## src/rtl/seg_disp_to_bcd.sv

```systemverilog
// seg_disp_to_bcd
// Reads a multiplexed 7-segment display back into BCD. Each edge registers
// {dig_sel, seg_in}. A digit's pattern is committed once it has stayed
// unchanged for STABLE_CNT samples. Legal glyphs are decoded into the slot
// picked by the one-hot dig_sel. When every slot has been filled, the frame is
// presented on a valid/ready handshake.
//
// Parameters:
//   DIGITS     number of multiplexed digits (1..8)
//   STABLE_CNT identical samples needed before a commit (1..15)
// Ports:
//   clk      rising-edge clock
//   rst      synchronous active-high reset
//   seg_in   {a,b,c,d,e,f,g,dp}, active-high
//   dig_sel  one-hot digit enable, bit i = digit i
//   bcd_out  captured digits, digit i at [4i+3:4i]
//   dp_out   captured decimal points
//   valid    frame complete; outputs are frozen while high
//   ready    consumer accepts the frame on valid && ready
//   err      one-cycle pulse when a stable pattern is not a legal glyph
// Build option:
//   SEG_ALT_GLYPH_EN  also accept the alternate 6 (1F), 7 (72) and 9 (73)
//
// FSM states:
//   state   | meaning
//   COLLECT | captures allowed, waiting for every slot to fill
//   FULL    | frame held on valid, captures blocked until accept

module seg_disp_to_bcd #(
    parameter int DIGITS     = 4,
    parameter int STABLE_CNT = 3
) (
    input  logic                  clk,
    input  logic                  rst,
    input  logic [7:0]            seg_in,
    input  logic [DIGITS-1:0]     dig_sel,
    output logic [4*DIGITS-1:0]   bcd_out,
    output logic [DIGITS-1:0]     dp_out,
    output logic                  valid,
    input  logic                  ready,
    output logic                  err
);

    localparam logic [3:0] STABLE = 4'(STABLE_CNT);

    typedef enum logic {COLLECT = 1'b0, FULL = 1'b1} state_t;

    state_t                state, state_nxt;
    logic [DIGITS+7:0]     prev_q;
    logic [DIGITS+7:0]     cur;
    logic [3:0]            run_cnt, run_nxt;
    logic                  same;
    logic                  commit;
    logic                  onehot;
    logic                  legal;
    logic [3:0]            glyph_val;
    logic                  capture;
    logic                  bad_glyph;
    logic                  accept;
    logic [DIGITS-1:0]     fill_mask, fill_nxt;

    // Run counter: a run that has already reached STABLE_CNT stays there, so
    // a commit fires only on the edge where the count first arrives.
    always_comb begin
        cur  = {dig_sel, seg_in};
        same = (cur == prev_q);
        if (!same)
            run_nxt = 4'd1;
        else if (run_cnt >= STABLE)
            run_nxt = run_cnt;
        else
            run_nxt = run_cnt + 4'd1;
        // With STABLE_CNT=1 every change of pattern is a fresh run that commits.
        commit = (run_nxt == STABLE) && (!same || (run_cnt != STABLE));
    end

    always_comb begin
        onehot = (dig_sel != '0) && ((dig_sel & (dig_sel - 1'b1)) == '0);
    end

    // Glyph decode on {a..g}; dp (seg_in[0]) does not take part.
    always_comb begin
        legal     = 1'b1;
        glyph_val = 4'd0;
        case (seg_in[7:1])
            7'h7E: glyph_val = 4'd0;
            7'h30: glyph_val = 4'd1;
            7'h6D: glyph_val = 4'd2;
            7'h79: glyph_val = 4'd3;
            7'h33: glyph_val = 4'd4;
            7'h5B: glyph_val = 4'd5;
            7'h5F: glyph_val = 4'd6;
            7'h70: glyph_val = 4'd7;
            7'h7F: glyph_val = 4'd8;
            7'h7B: glyph_val = 4'd9;
`ifdef SEG_ALT_GLYPH_EN
            7'h1F: glyph_val = 4'd6;
            7'h72: glyph_val = 4'd7;
            7'h73: glyph_val = 4'd9;
`endif
            default: legal = 1'b0;
        endcase
    end

    always_comb begin
        accept    = (state == FULL) && ready;
        // Blanking, multi-select and a frozen frame silently drop the commit.
        capture   = commit && onehot && (state == COLLECT) && legal &&
                    ((dig_sel & ~fill_mask) != '0);
        bad_glyph = commit && onehot && (state == COLLECT) && !legal;
        fill_nxt  = fill_mask;
        if (accept)
            fill_nxt = '0;
        else if (capture)
            fill_nxt = fill_mask | dig_sel;
    end

    // FSM: state register
    always_ff @(posedge clk) begin
        if (rst)
            state <= COLLECT;
        else
            state <= state_nxt;
    end

    // FSM: next state
    always_comb begin
        state_nxt = state;
        case (state)
            COLLECT: if (&fill_nxt) state_nxt = FULL;
            FULL:    if (accept)    state_nxt = COLLECT;
            default: state_nxt = COLLECT;
        endcase
    end

    // FSM: outputs
    always_comb begin
        valid = (state == FULL);
    end

    always_ff @(posedge clk) begin
        if (rst) begin
            prev_q    <= '0;
            run_cnt   <= '0;
            fill_mask <= '0;
            err       <= 1'b0;
        end else begin
            prev_q    <= cur;
            run_cnt   <= run_nxt;
            fill_mask <= fill_nxt;
            err       <= bad_glyph;
        end
    end

    always_ff @(posedge clk) begin
        if (rst) begin
            bcd_out <= '0;
            dp_out  <= '0;
        end else if (capture) begin
            for (int i = 0; i < DIGITS; i++) begin
                if (dig_sel[i]) begin
                    bcd_out[4*i +: 4] <= glyph_val;
                    dp_out[i]         <= seg_in[0];
                end
            end
        end
    end

endmodule

```

## config.mk

```make
export PLATFORM = sky130hd
export DESIGN_NAME = seg_disp_to_bcd
export DESIGN_NICKNAME = d
export VERILOG_FILES = /design/src/rtl/seg_disp_to_bcd.sv
export SDC_FILE = /design/constraint.sdc
export NUM_CORES = 1
export LEC_CHECK = 0
export BUFFER_PORTS_ARGS = -buffer_cell sky130_fd_sc_hd__buf_2
export CAP_MARGIN = 0
export CORE_ASPECT_RATIO = 1.25
export CORE_MARGIN = 2
export CORE_UTILIZATION = 58
export DETAILED_ROUTE_END_ITERATION = 8
export MAX_ROUTING_LAYER = met4
export PLACE_DENSITY_LB_ADDON = 0.08
export SYNTH_ARGS = -nofsm -noshare
export SYNTH_HDL_FRONTEND = slang
export SYNTH_SLANG_ARGS = --single-unit
```

## constraint.sdc

```tcl
create_clock -name clk -period 5.4 [get_ports clk]
set_input_delay 0.54 -clock clk [delete_from_list [all_inputs] [get_ports clk]]
set_output_delay 0.54 -clock clk [all_outputs]
set_load 0.05 [all_outputs]
```

# [Yosys cells after proc, flatten, opt, wreduce, memory -nomap -nowiden]
# Cells that the tools add are included.
[totals] ff_bits=42 inputBits=15 output_inout_bits=22 wordCells=63
[classes] add_sub_neg=2 order_cmp=1 n_eq_ne=13 n_mux=9 bitwise=5 reduce_logical=20
[ops] operator="equality test 7 bit, second input constant" n=8
[ops] operator="case mux 4 bit (9 select lines)" n=1
[ops] operator="two-way mux 4 bit" n=4
[ops] operator="equality test 7 x 6 -> 1 bit, second input constant" n=2
[ops] operator="equality test 12 bit" n=1
[ops] operator="OR reduction 10 bit" n=1
[ops] operator="AND 4 bit" n=2
[ops] operator="logical AND 1 bit" n=8
[ops] operator="AND reduction 2 bit" n=4
[ops] operator="nonzero test 4 bit" n=2
[ops] operator="adder 4 x 1 -> 4 bit, second input constant" n=1
[ops] operator="equality test 4 x 2 -> 1 bit, second input constant" n=1
[ops] operator=">= comparator 4 x 2 -> 1 bit, second input constant" n=1
[ops] operator="zero test 4 bit" n=1
[ops] operator="!= test 4 x 2 -> 1 bit, second input constant" n=1
[ops] operator="NOT 4 bit" n=1
[ops] operator="bitwise OR 4 bit" n=1
[ops] operator="AND reduction 4 bit" n=1
[ops] operator="subtractor 4 x 1 -> 4 bit, second input constant" n=1
[ops] operator="two-way mux 1 bit" n=3
[ops] operator="zero test 1 bit" n=2
[ops] operator="case mux 1 bit (2 select lines)" n=1
[ops] operator="logical OR 1 bit" n=1
[ops] operator="NOT 1 bit" n=1

# [Depth between registers and ports, before layout]
[depth] word_depth=14 ltp_mapped=7 depth_no_buf=7

# [Worst setup path after synthesis]
# No wires, ideal clock.
[synth_timing] path_kind="in2reg" from="input dig_sel[3]" to="register state, in the netlist valid" arrival_time_ns=2.030 t_required_ns=5.341 setup_slack_ns=3.311 cell_stages=7 path_buffers=1 cell_sequence="clkbuf_1 > xnor2_1 > nand4_1 > nor3_4 > a41oi_1 > nor4_1 > o21a_1"
[synth_via] elab_chain_len=13 word_cells_on_any_way=23 classes_between="add/sub: 1; eq/ne: 2; mux: 5; bitwise: 3; reduce/logical: 12"
[synth_rtl] item="from (decl)" line_no="36" text="input logic [DIGITS-1:0] dig_sel,"
[synth_rtl] item="subtractor 4 x 1 -> 4 bit / equality test 12 bit (equally long branches)" line_no="78, 66"
[synth_rtl] item="AND 4 bit, or another cell as far along" line_no="78" text="onehot = (dig_sel != '0) && ((dig_sel & (dig_sel - 1'b1)) == '0);"
[synth_rtl] item="zero test 4 bit, or another cell as far along" line_no="78"
[synth_rtl] item="logical AND 1 bit (on tied branches)" line_no="78, 74"
[synth_rtl] item="logical AND 1 bit (4 in a row)" line_no="108" text="capture = commit && onehot && (state == COLLECT) && legal &&"
[synth_rtl] item="two-way mux 4 bit (*)" line_no="114" text="else if (capture)"
[synth_rtl] item="two-way mux 4 bit (*)" line_no="112" text="if (accept)"
[synth_rtl] item="AND reduction 4 bit (*)" line_no="130" text="COLLECT: if (&fill_nxt) state_nxt = FULL;"
[synth_rtl] item="two-way mux 1 bit (*)" line_no="130"
[synth_rtl] item="case mux 1 bit (2 select lines) (*)" line_no="129" text="case (state)"
[synth_rtl] item="to (signal assigned)" line_no="123" text="state <= state_nxt;"
[synth_rtl] item="to (decl)" line_no="48" text="state_t state, state_nxt;"
# Every way passes the cells marked *; elsewhere a longest branch is shown, timed or not.
# A chain may end at the register's enable or synchronous reset.

# [Worst setup path in the final report]
[layout_timing] from="register run_cnt[0]" to="register bcd_out[12]"
[layout_via] elab_chain_len=10 word_cells_on_any_way=13 classes_between="add/sub: 1; order compare: 1; eq/ne: 2; mux: 2; reduce/logical: 7"
[layout_rtl] item="from (decl)" line_no="51" text="logic [3:0] run_cnt, run_nxt;"
[layout_rtl] item="from (signal assigned)" line_no="149" text="run_cnt <= run_nxt;"
[layout_rtl] item="adder 4 x 1 -> 4 bit / >= comparator 4 x 2 -> 1 bit (equally long branches)" line_no="72, 69"
[layout_rtl] item="two-way mux 4 bit" line_no="69" text="else if (run_cnt >= STABLE)"
[layout_rtl] item="two-way mux 4 bit" line_no="67" text="if (!same)"
[layout_rtl] item="equality test 4 x 2 -> 1 bit" line_no="74" text="commit = (run_nxt == STABLE) && (!same || (run_cnt != STABLE));"
[layout_rtl] item="logical AND 1 bit (*)" line_no="74"
[layout_rtl] item="logical AND 1 bit (*) (4 in a row)" line_no="108"
[layout_rtl] item="AND reduction 2 bit (no line) (*)"
[layout_rtl] item="to (signal, indexed assignment)" line_no="162" text="bcd_out[4*i +: 4] <= glyph_val;"
[layout_rtl] item="to (decl)" line_no="37" text="output logic [4*DIGITS-1:0] bcd_out,"
# Marks and branches as above.

==> results.toml <==
[synth]
synth-compound-area-share_pct = 6.94
synthXorXnorAreaFrac_pct = 6.47
ys_seq_elements = 42
synth.avg_cell_area_sq_um = 9.71
synth-simple-area-share_pct = 26.8
synthAdderAreaFrac_pct = 0.661
synth_top_area_cell = "dfxtp_1"
yosysTopAreaCellShare_pct = 44.4
synth_top_family_by_area = "simple AND/OR/NAND/NOR gates"
ys_types = 37
syn_area_sq_um = 1890
synth_mux_area_share_pct = 11.1
yosys_warnings = 0
syn_inst = 195
synth-seq-area-share_pct = 44.4
synthTopCellsByArea = "dfxtp_1, mux2i_1, xnor2_1"
synth_fp_nets = 211

[cells_and_area]
drive_above_1_share_pct = 23.6
final_common_cell = "dfxtp_1"
syn_to_final_growth_pct = 14.3
layout_common_cells = "dfxtp_1, buf_2, nor2_1, mux2i_1, nor2b_1"
antennaDiodeCount = 0
fin_cells = 262
nNetsFinal = 240

[placement]
dpl.cell_count = 254
port_buffers = 36
place_hpwl_um = 2820
gp_congestion = 0.802

[sta]
setup_viol = 0
worst_slew_pin_slew_ns = 0.631
setup_tns_ns = 0
grt_setup_unrepaired = "false"
final_hold_viol_count = 0
whs_ns = 0.492
relSlewSlack_pct = 57.9
post-route-period-util_pct = 40.7
drv_slew = 0
finClkSkew_ns = 0.00553
post-route-min-period_ns = 2.20
fmax_mhz = 455

[cts]
holdBufCountCts = 0
clkLatencyLatePin_ns = 0.29
cts_max_level = 2
cts_buffers = 5
cts_root_buf = "clkbuf_8"
cts_buffer_depth = 2
clock-sinks = 42
cts_setup_buffers = 0
clk_pin_slew_worst_paths_ns = 0.08
cts_tree = "yes"
cts_resized = 0

[drt]
wire_per_inst_um = 14.9
drtIter0Drc = 31
drtAntennaViolNets = 0
routed_wl_um = 3890
drt_pass1_iterations = 4
num_vias = 1459
drt-vias-per-instance = 5.57
remaining_drc_errors = 0

[worst_setup_path]
worstPathCellList = "ha_1 > nor3_2 > nand4_1 > nor3_4 > nand4_2 > mux2i_1 > nor2_1"
worstSetupEndpoint = "bcd_out[12]"
worst_setup_path_end_kind = "flop"
rr_endpoint = "bcd_out[12]"
path_class = "reg -> reg"
ff2ff_setup_slack_ns = 3.20
slowest_stage = "nor3_4"
cp.arrival_ns = 2.34
critical-path-max-stage-delay_ns = 0.42
crit_start = "run_cnt[0]"
r2r_start = "run_cnt[0]"
worstPathMaxFanout = 8
reg2reg_depth = 7
cp.required_ns = 5.55
startpoint_type = "flop"

[status]
status = "completed"

[job]
maxCapViolCount = 0

[global_route]
first_global_vias = 1346
grt_max_degree = 37
overflow = 0
antenna_found_initial = 0
grt_first_pass_wirelength_um = 6200
grtUsageTotal_pct = 24.1

[die]
die_area_sq_um = 3740
fp.dieH_um = 67.9
initial_utilization_pct = 59.8
rows = 23
io_pins = 37
core_sq_um = 3170
die_w_um = 55.1

[power_and_ir_drop]
leakagePower_nw = 1.08
power_mw = 0.606
vdd_drop_max_mv = 0.228
p_per_area_nw_per_um2 = 280

[worst_hold_path]
whs_path_depth = 1
hp-class = "reg -> reg"
==> where the power goes <==
part           total (mW)  internal [mW]  switching (mW)
Sequential          0.317          0.315         0.00245
Clock               0.240          0.138           0.102
Combinational      0.0487         0.0199          0.0288
Total               0.606          0.473           0.133
==> routing by layer <==
layer  share of wire (%)  routed length, um  global-route usage, %
met5                   0                  0                      -
met4                 1.2                 47                   8.23
met3                 5.4                212                   7.42
met2                  49               1920                   38.4
met1                  44               1720                   28.6
==> kinds of logic after synthesis <==
kind of cell | after synthesis
fa+ha+maj | 1
compound gates | 18
mux | 21
buf+inv | 16
simple gates | 83
xor+xnor | 14
flops | 42
==> state kept, by name (all words and copies together), names as in the netlist <==
name,count
bcd_out,16
dp_out,4
err,1
fill_mask,4
prev_q,12
run_cnt,4
valid,1
==> final cells by class <==
| type | count | area, sq um |
|---|---|---|
| Sequential cell | 42 | 841 |
| Clock inverter | 1 | 30.0 |
| Tap cell | 37 | 46.3 |
| Multi-Input combinational cell | 137 | 985 |
| Timing Repair Buffer | 36 | 180 |
| Clock buffer | 7 | 76.3 |
| Inverter | 2 | 7.51 |
| Fill cell | 265 | 1000 |
==> how the worst min path moves through the flow <==
stage | startpoint | endpoint | slack (ns)
CTS | run_cnt[3] | run_cnt[3] | 0.49
detailed placement | run_cnt[3] | run_cnt[3] | 0.48
global placement | run_cnt[3] | run_cnt[3] | 0.47
finish | run_cnt[3] | run_cnt[3] | 0.49
global route | run_cnt[2] | run_cnt[2] | 0.52
floorplan | run_cnt[2] | run_cnt[2] | 0.45
==> through the flow <==
stage / setup slack (ns) / util (%) / cell area [sq um]
4_1_cts: 3.20 / 68.4 / 2170
6_report: 3.20 / 68.4 / 2170
5_1_grt: 3.02 / 68.4 / 2170
3_3_place_gp: 3.07 / 65.1 / 2060
3_5_place_dp: 3.00 / 65.1 / 2060
2_1_floorplan: 3.31 / - / 1890
==> synth_stat cells, drive strengths merged <==
library cell	n
o21ai	3
and3b	2
inv	2
mux2i	21
and4b	1
nor3	4
a311o	1
ha	1
clkbuf	9
and3	1
nor2	27
a21oi	4
nor4bb	1
a31oi	1
nand3b	1
nand2	4
a41oi	4
nand4	8
nand3	4
or2	2
nor2b	19
and2	2
nor3b	2
nand2b	1
nor4	3
a2111oi	1
or3b	1
a22oi	2
buf	5
o21a	2
dfxtp	42
xnor2	14
==> critical path, delay by kind of cell, from the launching register on <==
family	cells	cell delay, ns
AND/OR/NAND/NOR	5	1.26
flip-flops	1	0.34
multiplexers	1	0.24
adder cells (fa/ha/maj)	1	0.21
(Power assumes the default switching activity.)
